$ cat config.mk
export PLATFORM = sky130hd
export DESIGN_NAME = mem_port_arbiter
export DESIGN_NICKNAME = d
export VERILOG_FILES = /design/src/rtl/mem_port_arbiter.sv
export SDC_FILE = /design/constraint.sdc
export NUM_CORES = 1
export LEC_CHECK = 0
export CORE_AREA = 2 2 104 106
export DETAILED_ROUTE_END_ITERATION = 16
export DIE_AREA = 0 0 106 108
export HOLD_SLACK_MARGIN = 0.05
export MAX_ROUTING_LAYER = met4
export PLACE_DENSITY = 0.66
export SYNTH_ARGS = -nofsm -noshare
export SYNTH_HDL_FRONTEND = slang
export SYNTH_SLANG_ARGS = --single-unit
$ cat constraint.sdc
create_clock -name clk -period 1.97 [get_ports clk]
set_clock_uncertainty 0.15 [all_clocks]
set_input_delay 0.591 -clock clk [delete_from_list [all_inputs] [get_ports clk]]
set_output_delay 0.591 -clock clk [all_outputs]
set_load 0.01 [all_outputs]
$ cat src/rtl/mem_port_arbiter.sv
// Arbiter sharing one single-port memory between instruction fetch and load/store.
// One outstanding access with fixed latency; data wins unless fetch has waited MAX_STREAK grants.
module mem_port_arbiter #(
  parameter int ADDR_W     = 32,
  parameter int DATA_W     = 32,
  parameter int MEM_LAT    = 1,
  parameter int MAX_STREAK = 4
) (
  input  logic              clk,
  input  logic              rst,
  input  logic              if_req,
  input  logic [ADDR_W-1:0] if_addr,
  output logic              if_gnt,
  output logic              if_rvalid,
  output logic [DATA_W-1:0] if_rdata,
  input  logic              d_req,
  input  logic              d_we,
  input  logic [ADDR_W-1:0] d_addr,
  input  logic [DATA_W-1:0] d_wdata,
  input  logic [1:0]        d_dqm,
  output logic              d_gnt,
  output logic              d_rvalid,
  output logic [DATA_W-1:0] d_rdata,
  output logic              mem_en,
  output logic              mem_we,
  output logic [ADDR_W-1:0] mem_addr,
  output logic [DATA_W-1:0] mem_wdata,
  output logic [1:0]        mem_dqm,
  input  logic [DATA_W-1:0] mem_rdata,
  output logic              busy
);

  typedef enum logic [0:0] {ST_IDLE = 1'b0, ST_WAIT = 1'b1} state_t;

  localparam logic [2:0] LAT_C    = 3'(MEM_LAT);
  localparam logic [3:0] STREAK_C = 4'(MAX_STREAK);

  state_t      state_q, state_d;
  logic [2:0]  cnt_q, cnt_d;
  logic [3:0]  streak_q, streak_d;
  logic        owner_d_q, owner_d_d;
  logic        owner_we_q, owner_we_d;
  logic        resp_s, window_s, d_win_s, f_win_s;

  // Arbitration window and winner; gated by rst so nothing is granted during reset.
  always_comb begin
    resp_s   = (state_q == ST_WAIT) && (cnt_q == LAT_C);
    window_s = rst && ((state_q == ST_IDLE) || resp_s);
    d_win_s  = window_s && d_req && !(if_req && (streak_q == STREAK_C));
    f_win_s  = window_s && if_req && !d_win_s;
  end

  // Memory port mux, grants and response steering.
  always_comb begin
    if_gnt    = f_win_s;
    d_gnt     = d_win_s;
    mem_en    = f_win_s | d_win_s;
    mem_we    = d_win_s & d_we;
    mem_wdata = d_win_s ? d_wdata : '0;
    mem_dqm   = d_win_s ? d_dqm : 2'b00;
    if (d_win_s) begin
      mem_addr = d_addr;
    end else if (f_win_s) begin
      mem_addr = if_addr;
    end else begin
      mem_addr = '0;
    end
    if_rvalid = resp_s & ~owner_d_q;
    d_rvalid  = resp_s & owner_d_q;
    if_rdata  = if_rvalid ? mem_rdata : '0;
    d_rdata   = (d_rvalid && !owner_we_q) ? mem_rdata : '0;
    busy      = (state_q == ST_WAIT);
  end

  // Next-state: a grant (re)starts the latency count, otherwise count toward the response.
  always_comb begin
    state_d    = state_q;
    cnt_d      = cnt_q;
    streak_d   = streak_q;
    owner_d_d  = owner_d_q;
    owner_we_d = owner_we_q;
    if (f_win_s || d_win_s) begin
      state_d    = ST_WAIT;
      cnt_d      = 3'd1;
      owner_d_d  = d_win_s;
      owner_we_d = d_win_s & d_we;
      if (d_win_s && if_req) begin
        streak_d = (streak_q == STREAK_C) ? streak_q : streak_q + 4'd1;
      end else begin
        streak_d = 4'd0;
      end
    end else if (resp_s) begin
      state_d = ST_IDLE;
      cnt_d   = 3'd0;
    end else if (state_q == ST_WAIT) begin
      cnt_d = cnt_q + 3'd1;
    end else begin
      cnt_d = 3'd0;
    end
  end

  // State registers.
  always_ff @(posedge clk or negedge rst) begin
    if (!rst) begin
      state_q    <= ST_IDLE;
      cnt_q      <= 3'd0;
      streak_q   <= 4'd0;
      owner_d_q  <= 1'b0;
      owner_we_q <= 1'b0;
    end else begin
      state_q    <= state_d;
      cnt_q      <= cnt_d;
      streak_q   <= streak_d;
      owner_d_q  <= owner_d_d;
      owner_we_q <= owner_we_d;
    end
  end

endmodule

After elaboration in Yosys (flattened, before gate mapping)
Index checks and enable logic that the tools add are counted.
{"block": "totals", "inputBits": 135, "out_inout_bits": 137, "elab_cells": 45, "regBits": 10}
{"block": "op_classes", "reduce_logical": 16, "muxes": 13, "eq_ne": 3, "addsub": 2, "n_bitwise": 6}
{"cell": "two-way mux 32 bit", "n": 5}
{"cell": "logical AND 1 bit", "n": 9}
{"cell": "two-way mux 3 bit", "n": 3}
{"cell": "two-way mux 4 bit", "n": 2}
{"cell": "adder 4 x 1 -> 4 bit, second input constant", "n": 1}
{"cell": "== test 4 x 3 -> 1 bit, second input constant", "n": 1}
{"cell": "adder 3 x 1 -> 3 bit, second input constant", "n": 1}
{"cell": "bitwise AND 1 bit", "n": 3}
{"cell": "== test 3 x 1 -> 1 bit, second input constant", "n": 1}
{"cell": "zero test 1 bit", "n": 3}
{"cell": "logical OR 1 bit", "n": 2}
{"cell": "two-way mux 1 bit", "n": 2}
{"cell": "two-way mux 2 bit", "n": 1}
{"cell": "inequality test 2 bit, second input constant", "n": 1}
{"cell": "NOT 1 bit", "n": 2}
{"cell": "AND reduction 2 bit", "n": 1}
{"cell": "nonzero test 2 bit", "n": 1}
{"cell": "OR 1 bit", "n": 1}

Depth between registers and ports, before layout
Gate-level depths: netlist (run 1).
{"block": "depth", "word_depth": 10, "mapped_depth": 8, "ltp_nobuf": 7}

Least setup slack after synthesis (run 1)
Ideal clock, no wire load.
{"block": "synth_path", "path_kind": "register -> output", "startpoint": "reg cnt_q[1]", "endpoint": "out mem_addr[0]", "arrival_ps": 1468, "stages_incl_launch_ff": 9, "n_path_buf": 3, "path_slack_ps": -239, "required_ps": 1229, "cell_sequence": "dfrtp_1 -> inv_1 -> ha_1 -> nand2b_4 -> buf_6 -> a21bo_1 -> buf_6 -> buf_2 -> a21oi_1"}
{"block": "synth_via", "elab_chain_len": 10, "elab_cells_between_ends": 11, "cone_classes": "1 x eq/ne; 2 x mux; 8 x reduce/logical"}
{"element": "from (decl)", "line_no": "39", "text": "logic [2:0] cnt_q, cnt_d;"}
{"element": "from (signal assigned)", "line_no": "112", "text": "cnt_q <= cnt_d;"}
{"element": "== test 3 x 1 -> 1 bit (*)", "line_no": "47", "text": "resp_s = (state_q == ST_WAIT) && (cnt_q == LAT_C);"}
{"element": "logical AND 1 bit (*)", "line_no": "47"}
{"element": "logical OR 1 bit (*)", "line_no": "48", "text": "window_s = rst && ((state_q == ST_IDLE) || resp_s);"}
{"element": "logical AND 1 bit (*)", "line_no": "48"}
{"element": "logical AND 1 bit (2 in a row)", "line_no": "49", "text": "d_win_s = window_s && d_req && !(if_req && (streak_q == STREAK_C));"}
{"element": "zero test 1 bit", "line_no": "50", "text": "f_win_s = window_s && if_req && !d_win_s;"}
{"element": "logical AND 1 bit", "line_no": "50"}
{"element": "two-way mux 32 bit", "line_no": "63", "text": "end else if (f_win_s) begin"}
{"element": "two-way mux 32 bit (*)", "line_no": "61", "text": "if (d_win_s) begin"}
{"element": "to (decl)", "line_no": "26", "text": "output logic [ADDR_W-1:0] mem_addr,"}
Every way passes the cells marked *; elsewhere a longest branch is shown, timed or not.

Worst setup path in the final report (run 1)
{"block": "layout_path", "startpoint": "reg streak_q[0]", "endpoint": "out mem_addr[30]"}
{"block": "layout_via", "elab_chain_len": 8}
{"element": "from (decl)", "line_no": "40", "text": "logic [3:0] streak_q, streak_d;"}
{"element": "from (signal assigned)", "line_no": "113", "text": "streak_q <= streak_d;"}
{"element": "== test 4 x 3 -> 1 bit (*)", "line_no": "49"}
{"element": "logical AND 1 bit (*)", "line_no": "49"}
{"element": "zero test 1 bit (*)", "line_no": "49"}
{"element": "logical AND 1 bit (*)", "line_no": "49"}
{"element": "zero test 1 bit", "line_no": "50"}
{"element": "logical AND 1 bit", "line_no": "50"}
{"element": "two-way mux 32 bit", "line_no": "63"}
{"element": "two-way mux 32 bit (*)", "line_no": "61"}
Marks and branches as above.

==> results.yml, run 1 <==
timing:
  setup_viol: 136
  period_minus_slack_ns: 2.64
  max_freq_mhz: 379
  slew_headroom_pct: 74.6
  worstMarginPinSlew_ns: 0.381
  post-route-period-util_pct: 134
  finalWorstSetupSlack_ns: -0.671
  final-hold-violation-count: 0
  slew_violations: 0
  rsz0062_at_grt: "true"
synthesis:
  synth.avg_cell_area_um2: 6.67
  ys_types: 31
  synth_top_family_by_area: "simple AND/OR/NAND/NOR gates"
  netlist_area_mm2: 0.00187
  synth-simple-area-share_pct: 56.4
  ys_ff_latch: 10
  synthMuxAreaShare_pct: 0
  seq_area_frac_synth_pct: 13.4
  yosysWarnings: 0
  synthAdderAreaFrac_pct: 2.68
  syn_nets: 419
  syn_inst: 280
  synth_xor_area_share_pct: 0
  synth-compound-area-share_pct: 16.5
worst_setup_path:
  reg2reg_from: "cnt_q[1]$_DFF_PN0_"
  criticalPathCategory: "register to output port"
  crit_chain: "inv_2 -> ha_4 -> nand3b_4 -> o21ai_4 -> clkbuf_16 -> buf_6 -> buf_6 -> nand3_2 -> a21oi_2 -> buf_2"
  cp_common_cell: "buf_6"
  r2r_slack_ns: 0.02
  cp.arrival_ns: 1.90
  slowest_stage: "dfrtp_1"
  critPathRequiredTime_ns: 1.23
  critPathMaxStageDelay_ns: 0.40
  start_kind: "register"
  cp-end-kind: "output port"
  critPathMaxFanout: 7
  reg2reg_depth: 11
  reg2reg_to: "streak_q[3]$_DFFE_PN0P_"
power_and_ir_drop:
  peakVddDrop_v: 0.000433
  p_leak_nw: 3.00
  power.density_mw_per_mm2: 878
place:
  dpl-instance-area_mm2: 0.00537
  place_congestion: 0.877
  dp_cells: 689
  place_worst_setup_slack_ns: -1.23
  dp_hpwl_um: 9360
  port_buffers: 271
finish:
  nets: 773
  area_growth_pct: 254
  fillers: 822
  final_area_mm2: 0.00661
  final_cell_mix: "148 x buf_6, 131 x clkdlybuf4s50_1, 64 x and2_4"
  final_common_cell: "buf_6"
  drive_gt1_share_pct: 65.6
  final_util_pct: 64.6
  final_cells: 773
drt:
  ant_nets: 0
  first_pass_iters: 4
  drtIter0Drc: 129
  routed_wl_um: 14300
  drc_errors: 0
  routedWlPerCell_um: 18.5
  num_vias: 3512
  vias_per_cell: 4.54
clock_network:
  clk_latency_ns: 0.23
  numCtsBuffers: 3
  clockRootBuffer: "clkbuf_8"
  htreeDepth: 1
  cts_tree: "yes"
  cts_sinks: 10
  holdBufCountCts: 0
  clock_path_buffers: 2
  clk_pin_slew_ns: 0.05
global_routing:
  grt_pass1_wl_um: 21100
  grt_pass1_vias: 3889
  grt-ovfl-total: 0
  grt.total_usage_pct: 24.4
  grt_max_degree: 33
  grt_antenna_before_repair: 4
min_path:
  holdCritPathClass: "input port to asynchronous set/reset pin"
outcome:
  status: "complete, but fails checks"
  violations: "setup timing"
die:
  initial_core_util_pct: 18.3
  fp.dieW_um: 106
  core_area_mm2: 0.0102
  io_pins: 272
  dieArea_mm2: 0.0114
  die_y_um: 108
  num_rows: 37
run:
  max_cap_viol_count: 0
## through the flow
| step | hold slack [ns] | power (W) | setup TNS (ns) |
|---|---|---|---|
| after floorplan | 0.145 | 0.00215 | -13.06 |
| after global placement | 0.396 | 0.00374 | -115.42 |
| after detailed placement | 0.423 | 0.00379 | -116.87 |
| after CTS | 0.414 | 0.00572 | -78.42 |
| after global routing | 0.426 | 0.00614 | -80.62 |
| final | 0.413 | 0.00581 | -68.24 |
## report_power, final
group | switching [W] | internal, W | leakage (nW) | total, W
Sequential | 0.0000782 | 0.000294 | 0.127 | 0.000373
Combinational | 0.00199 | 0.00319 | 2.84 | 0.00518
Clock | 0.0000775 | 0.000175 | 0.0288 | 0.000253
## sequential cells by signal, indices dropped and copies added, names as in the netlist
register and flops:
cnt_q 3, streak_q 4, owner_we_q 1, owner_d_q 1
busy 1
## per-layer routing
layer | global-route usage [%] | up-vias | part of all wire [%]
li1 | - | 1659 | -
met1 | 24.3 | 1631 | 36
met2 | 47.7 | 194 | 54
met3 | 4.10 | 28 | 6.4
met4 | 9.02 | 0 | 3.7
met5 | - | - | 0
## logic make-up after synthesis
family          count (synthesis)
compound gates                 48
fa+ha+maj                       4
buf+inv                        35
flops                          10
simple gates                  183
## critical path: cells and delay by family (launching register included)
kind	cells	cell delay, ns
AO/OA/AOI/OAI	2	0.34
flip-flops	1	0.40
adder cells (fa/ha/maj)	1	0.14
AND/OR/NAND/NOR	2	0.18
buffers and inverters	5	0.60
## final cells by class
| class | instances | area [um^2] | share of cell area [%] |
|---|---|---|---|
| clock buffers | 4 | 55.1 | 0.833 |
| diodes | 4 | 10.0 | 0.151 |
| flip-flops and latches | 10 | 251 | 3.80 |
| multi-input cells | 235 | 1970 | 29.8 |
| well taps | 136 | 170 | 2.57 |
| inverters | 7 | 26.3 | 0.397 |
| repair buffers | 377 | 4130 | 62.4 |
## synth_stat cells, drive strengths merged
master	instances	area [um^2]
a21o	3	22.5
a21boi	1	18.8
nand2	38	143
a32o	1	10.0
nand3	35	188
inv	7	26.3
buf	17	135
and3	35	219
a2bb2oi	1	8.76
nand3b	1	20.0
o31ai	1	12.5
and2	64	400
o2bb2ai	1	8.76
a21bo	1	10.0
nand2b	2	20.0
nor3	3	37.5
nor2	5	26.3
a21oi	33	165
o21a	1	15.0
o21ai	5	36.3
clkbuf	11	45.0
ha	4	50.1
dfrtp	10	250
## what timing repair did
| action | CTS | global route |
|---|---|---|
| pin swaps | 71 | 29 |
| resized for setup | 745 | 39 |
| endpoints found under the setup margin | 142 | 143 |
| cloned | 17 | 1 |
| setup buffers | 59 | 12 |
## how the worst max path moves through the flow
stage / start / end / slack [ns] / depth (start not counted)
6_report: streak_q[0]$_DFFE_PN0P_ / mem_addr[30] / -0.67 / 10
5_1_grt: streak_q[0]$_DFFE_PN0P_ / mem_addr[2] / -0.76 / 10
4_1_cts: streak_q[1]$_DFFE_PN0P_ / mem_addr[2] / -0.71 / 10
3_5_place_dp: if_req / mem_addr[7] / -1.23 / 7
3_3_place_gp: if_req / mem_addr[7] / -1.21 / 7
2_1_floorplan: streak_q[0]$_DFFE_PN0P_ / mem_addr[0] / -0.19 / 7
No activity file was read; power rests on OpenSTA's default activity.
==> inputs of run 2 (changes only) <==
- SKIP_LAST_GASP: default -> 1
==> results.yml, run 2 (synthesis gave the netlist of run 1 again) <==
worst_setup_path:
  critPathMaxFanout: 7
  start_kind: "register"
  criticalPathCategory: "register to output port"
  cp.arrival_ns: 1.90
  cp-end-kind: "output port"
  critPathLaunch: "streak_q[0]$_DFFE_PN0P_"
  reg2reg_from: "cnt_q[1]$_DFF_PN0_"
  critPathRequiredTime_ns: 1.23
finish:
  regMostFlops: "streak_q"
  final_cells: 775
  top_regs: "streak_q x4, cnt_q x3"
  nets: 775
  final_util_pct: 65.0
  largest_reg_flops: 4
  drive_gt1_share_pct: 65.7
  final_common_cell: "buf_6"
  final_cell_mix: "150 x buf_6, 131 x clkdlybuf4s50_1, 64 x and2_4"
  final_area_mm2: 0.00665
  area_growth_pct: 256
timing:
  period_minus_slack_ns: 2.64
  setup_viol: 136
  rsz0062_at_grt: "true"
  slew_headroom_pct: 76.0
  worstMarginPinSlew_ns: 0.360
  post-route-period-util_pct: 134
  max_freq_mhz: 379
  finalWorstSetupSlack_ns: -0.667
  fin_setup_tns_ns: -66.54
  slew_violations: 0
  final-hold-violation-count: 0
global_routing:
  grt_pass1_wl_um: 20800
  grt_max_degree: 33
  grt.total_usage_pct: 24.1
  grt_antenna_before_repair: 4
  grt_pass1_vias: 3851
  grt-ovfl-total: 0
run:
  max_cap_viol_count: 0
clock_network:
  clock_path_buffers: 2
  holdBufCountCts: 0
  clk_pin_slew_ns: 0.05
  clockRootBuffer: "clkbuf_8"
  numCtsBuffers: 3
  cts_sinks: 10
  htreeDepth: 1
  clk_latency_ns: 0.23
  cts_tree: "yes"
power_and_ir_drop:
  p_leak_nw: 3.01
  power.density_mw_per_mm2: 875
  combPwrFrac_pct: 89.2
  power_frac_clock_pct: 4.3
  p_int_w: 0.00366
  p_sw_w: 0.00216
  p_sw_share_pct: 37.1
  peakVddDrop_v: 0.000416
  power_frac_seq_pct: 6.4
  power_w: 0.00582
drt:
  num_vias: 3565
  first_pass_iters: 4
  routed_wl_um: 14600
  routedWlPerCell_um: 18.8
  vias_per_cell: 4.60
  drc_errors: 0
  drtIter0Drc: 133
  ant_nets: 0
place:
  dp_hpwl_um: 9360
  dp_cells: 689
  dpl-instance-area_mm2: 0.00537
  port_buffers: 271
  place_congestion: 0.877
die:
  num_rows: 37
  dieArea_mm2: 0.0114
  die_y_um: 108
  io_pins: 272
  core_area_mm2: 0.0102
  initial_core_util_pct: 18.3
  fp.dieW_um: 106
min_path:
  holdCritPathClass: "input port to asynchronous set/reset pin"
outcome:
  status: "complete, but fails checks"
  violations: "setup timing"
[run 2: changes by cell type in the layout (fill, tap and decap cells not counted)]
cell | before | now
buf_6 | 148 | 150
buf_8 | 9 | 8
clkbuf_16 | 2 | 3
clkdlybuf4s15_1 | 0 | 1
clkdlybuf4s15_2 | 1 | 0
nand2_1 | 30 | 29
nand2_2 | 7 | 8
[run 2: final cells by class]
class	count	area (um^2)
timing repair buffer	379	4160
clock buffer	4	55.1
fill	816	3580
tap	136	170
multi-input combinational	235	1970
sequential	10	251
antenna	4	10.0
inverter	7	26.3
[run 2: what timing repair did]
item                       in CTS  in global routing
setup endpoints to repair     142                143
gates resized for setup       703                 84
pin swaps                      69                 35
setup buffers                  59                 13
gates cloned                   17                  2
[run 2: through the flow]
stage	worst slack, ns	hold slack, ns
final	-0.667	0.413
after floorplan	-0.188	0.145
after CTS	-0.712	0.414
after global placement	-1.21	0.396
after global routing	-0.762	0.426
after detailed placement	-1.23	0.423
[run 2: per-layer routing]
metal | track usage (%) | share of wire, %
met1 | 23.6 | 35
met2 | 48.1 | 56
met3 | 3.62 | 6.1
met4 | 8.08 | 2.8
met5 | - | 0
[run 2: worst max-delay path: stages, from the launching register on]
cell	delay (ns)
dfrtp_1	0.40
inv_2	0.08
ha_4	0.14
nand3b_4	0.10
o21ai_4	0.20
clkbuf_16	0.19
buf_6	0.10
buf_6	0.09
nand3_2	0.07
a21oi_2	0.14
buf_2	0.15
[run 2: worst paths after layout]
| kind | endpoint | slack [ns] | cells after the start |
|---|---|---|---|
| max | mem_addr[30] | -0.67 | 10 |
| min | cnt_q[2]$_DFF_PN0_ | 0.41 | 3 |
| max reg2reg | streak_q[3]$_DFFE_PN0P_ | 0.04 | 11 |
| min reg2reg | cnt_q[1]$_DFF_PN0_ | 0.42 | 2 |
| max in group asynchronous | busy$_DFFE_PN0P_ | 1.10 | 3 |
| min in group clk | cnt_q[1]$_DFF_PN0_ | 0.42 | 2 |
[run 2: power groups by stage]
stage	logic [W]	clock network, W	registers (W)
after floorplan	0.00177	0	0.000387
after global placement	0.00338	0	0.000365
after detailed placement	0.00342	0	0.000372
after CTS	0.00498	0.000257	0.000371
after global routing	0.00546	0.000276	0.000382
final	0.00519	0.000253	0.000375
==> inputs of run 3 (changes only) <==
--- a/config.mk
+++ b/config.mk
@@ -7,8 +7,8 @@
 export LEC_CHECK = 0
-export CORE_AREA = 2 2 104 106
+export CORE_AREA = 2 2 105 107
 export DETAILED_ROUTE_END_ITERATION = 16
-export DIE_AREA = 0 0 106 108
+export DIE_AREA = 0 0 107 109
 export HOLD_SLACK_MARGIN = 0.05
 export MAX_ROUTING_LAYER = met4
-export PLACE_DENSITY = 0.66
+export PLACE_DENSITY = 0.63
 export SKIP_LAST_GASP = 1
==> constraint.sdc (replaced) <==
create_clock -name clk -period 3.35 [get_ports clk]
set_clock_uncertainty 0.15 [all_clocks]
set_input_delay 0.5025 -clock clk [delete_from_list [all_inputs] [get_ports clk]]
set_output_delay 0.5025 -clock clk [all_outputs]
set_load 0.01 [all_outputs]
==> results.yml, run 3 (synthesis gave the netlist of run 1 again) <==
outcome:
  status: "completed"
drt:
  ant_nets: 0
  num_vias: 2873
  first_pass_iters: 6
  routed_wl_um: 9950
  vias_per_cell: 4.24
  drc_errors: 0
  routedWlPerCell_um: 14.7
  drtIter0Drc: 112
place:
  dp_cells: 673
  dp_hpwl_um: 8570
  place_worst_setup_slack_ns: 0.326
  place_congestion: 0.826
  port_buffers: 271
timing:
  post-route-period-util_pct: 90.2
  slew_headroom_pct: 75.3
  fin_setup_tns_ns: 0
  final-hold-violation-count: 0
  worstMarginPinSlew_ns: 0.371
  rsz0062_at_grt: "false"
  period_minus_slack_ns: 3.02
  slew_violations: 0
  finalWorstSetupSlack_ns: 0.328
  setup_viol: 0
  max_freq_mhz: 331
worst_setup_path:
  cp-end-kind: "output port"
  reg2reg_depth: 7
  critPathRequiredTime_ns: 2.70
  critPathLaunch: "d_req"
  critPathMaxFanout: 19
  cp-endpoint: "mem_we"
  r2r_slack_ns: 1.44
  cp.arrival_ns: 2.37
  reg2reg_to: "owner_we_q$_DFFE_PN0P_"
  reg2reg_from: "streak_q[0]$_DFFE_PN0P_"
  criticalPathCategory: "input port to output port"
  start_kind: "input port"
global_routing:
  grt.total_usage_pct: 16.0
  grt_antenna_before_repair: 0
  grt_pass1_wl_um: 14500
  grt_max_degree: 38
  grt-ovfl-total: 0
  grt_pass1_vias: 2804
finish:
  nets: 677
  ff_latch_area_um2: 250
  largest_reg_flops: 4
  drive_gt1_share_pct: 4.47
  multiInputGateArea_mm2: 0.00141
  area_growth_pct: 154
  fillers: 1062
  final_common_cell: "clkdlybuf4s50_1"
  final_cells: 677
  top_regs: "streak_q x4, cnt_q x3"
  final_cell_mix: "271 x clkdlybuf4s50_1, 64 x and2_1, 38 x nand2_1"
  regMostFlops: "streak_q"
  antenna-diode-count: 0
power_and_ir_drop:
  power_frac_clock_pct: 7.8
  power.density_mw_per_mm2: 402
  p_sw_w: 0.000772
  power_w: 0.00190
  power_frac_seq_pct: 12.2
  peakVddDrop_v: 0.000161
  p_int_w: 0.00113
  p_leak_nw: 1.93
  p_sw_share_pct: 40.5
  combPwrFrac_pct: 80.0
clock_network:
  post-cts-setup-buffers: 0
  cts_tree: "yes"
  clk_latency_ns: 0.23
  clock_path_buffers: 2
  clockRootBuffer: "clkbuf_8"
  clk_pin_slew_ns: 0.05
  cts_resized: 0
  cts_sinks: 10
  numCtsBuffers: 3
  holdBufCountCts: 0
  htreeDepth: 1
run:
  max_cap_viol_count: 0
min_path:
  holdCritPathClass: "register to register"
  worstHoldStart: "streak_q[3]$_DFFE_PN0P_"
die:
  core_area_mm2: 0.0106
  dieArea_mm2: 0.0117
  io_pins: 272
  fp.dieW_um: 107
  num_rows: 38
  die_y_um: 109
  initial_core_util_pct: 17.6
-- run 3: cell count changes in the layout (fill, tap and decap cells not counted), moves of 9 or more --
cell,change
buf_16,-10
and2_4,-64
clkdlybuf4s50_1,+140
a21oi_1,+32
buf_6,-150
and3_4,-35
nand2_1,+9
a21oi_2,-32
buf_2,-32
buf_4,-19
and2_1,+64
buf_12,-12
and3_1,+35
-- run 3: power groups by stage --
stage | sequential [W] | clock, W | combinational, W
after floorplan | 0.000224 | 0 | 0.000745
after global placement | 0.000232 | 0 | 0.00153
after detailed placement | 0.000235 | 0 | 0.00155
after CTS | 0.000233 | 0.000154 | 0.00155
after global routing | 0.000244 | 0.000162 | 0.00165
final | 0.000233 | 0.000148 | 0.00152
-- run 3: metal layers --
metal,GRT usage (%),vias to the layer above,part of all wire (%)
met5,-,-,0
met4,3.53,0,1.6
met3,2.75,10,8.8
met2,31.2,174,53
met1,16.9,1236,37
li1,-,1453,-
-- run 3: how the worst min path moves through the flow --
stage / endpoint / slack (ns) / cells after the start
3_3_place_gp: cnt_q[0]$_DFF_PN0_ / 0.34 / 1
4_1_cts: streak_q[3]$_DFFE_PN0P_ / 0.37 / 1
2_1_floorplan: busy$_DFFE_PN0P_ / 0.06 / 0
5_1_grt: streak_q[3]$_DFFE_PN0P_ / 0.40 / 1
6_report: streak_q[3]$_DFFE_PN0P_ / 0.36 / 1
3_5_place_dp: streak_q[3]$_DFFE_PN0P_ / 0.35 / 1
-- run 3: final cells by class --
class                   count  area share, %
repair buffers            281           59.6
multi-input cells         235           29.8
flip-flops and latches     10           5.28
well taps                 140           3.69
clock buffers               4           1.16
inverters                   7          0.554
-- run 3: through the flow --
| step | cell area [um^2] | utilization (%) | hold slack, ns |
|---|---|---|---|
| final | 4740 | 44.7 | 0.365 |
| after global routing | 4740 | 44.7 | 0.395 |
| after CTS | 4740 | 44.7 | 0.367 |
| after detailed placement | 4690 | 44.2 | 0.354 |
| after global placement | 4690 | 44.2 | 0.342 |
| after floorplan | 1870 | - | 0.0569 |
-- run 3: critical path: stages --
cell and delay [ns]:
clkdlybuf4s50_1 0.58, o21a_4 0.28, buf_4 0.25, and3_1 0.21
clkdlybuf4s50_1 0.54
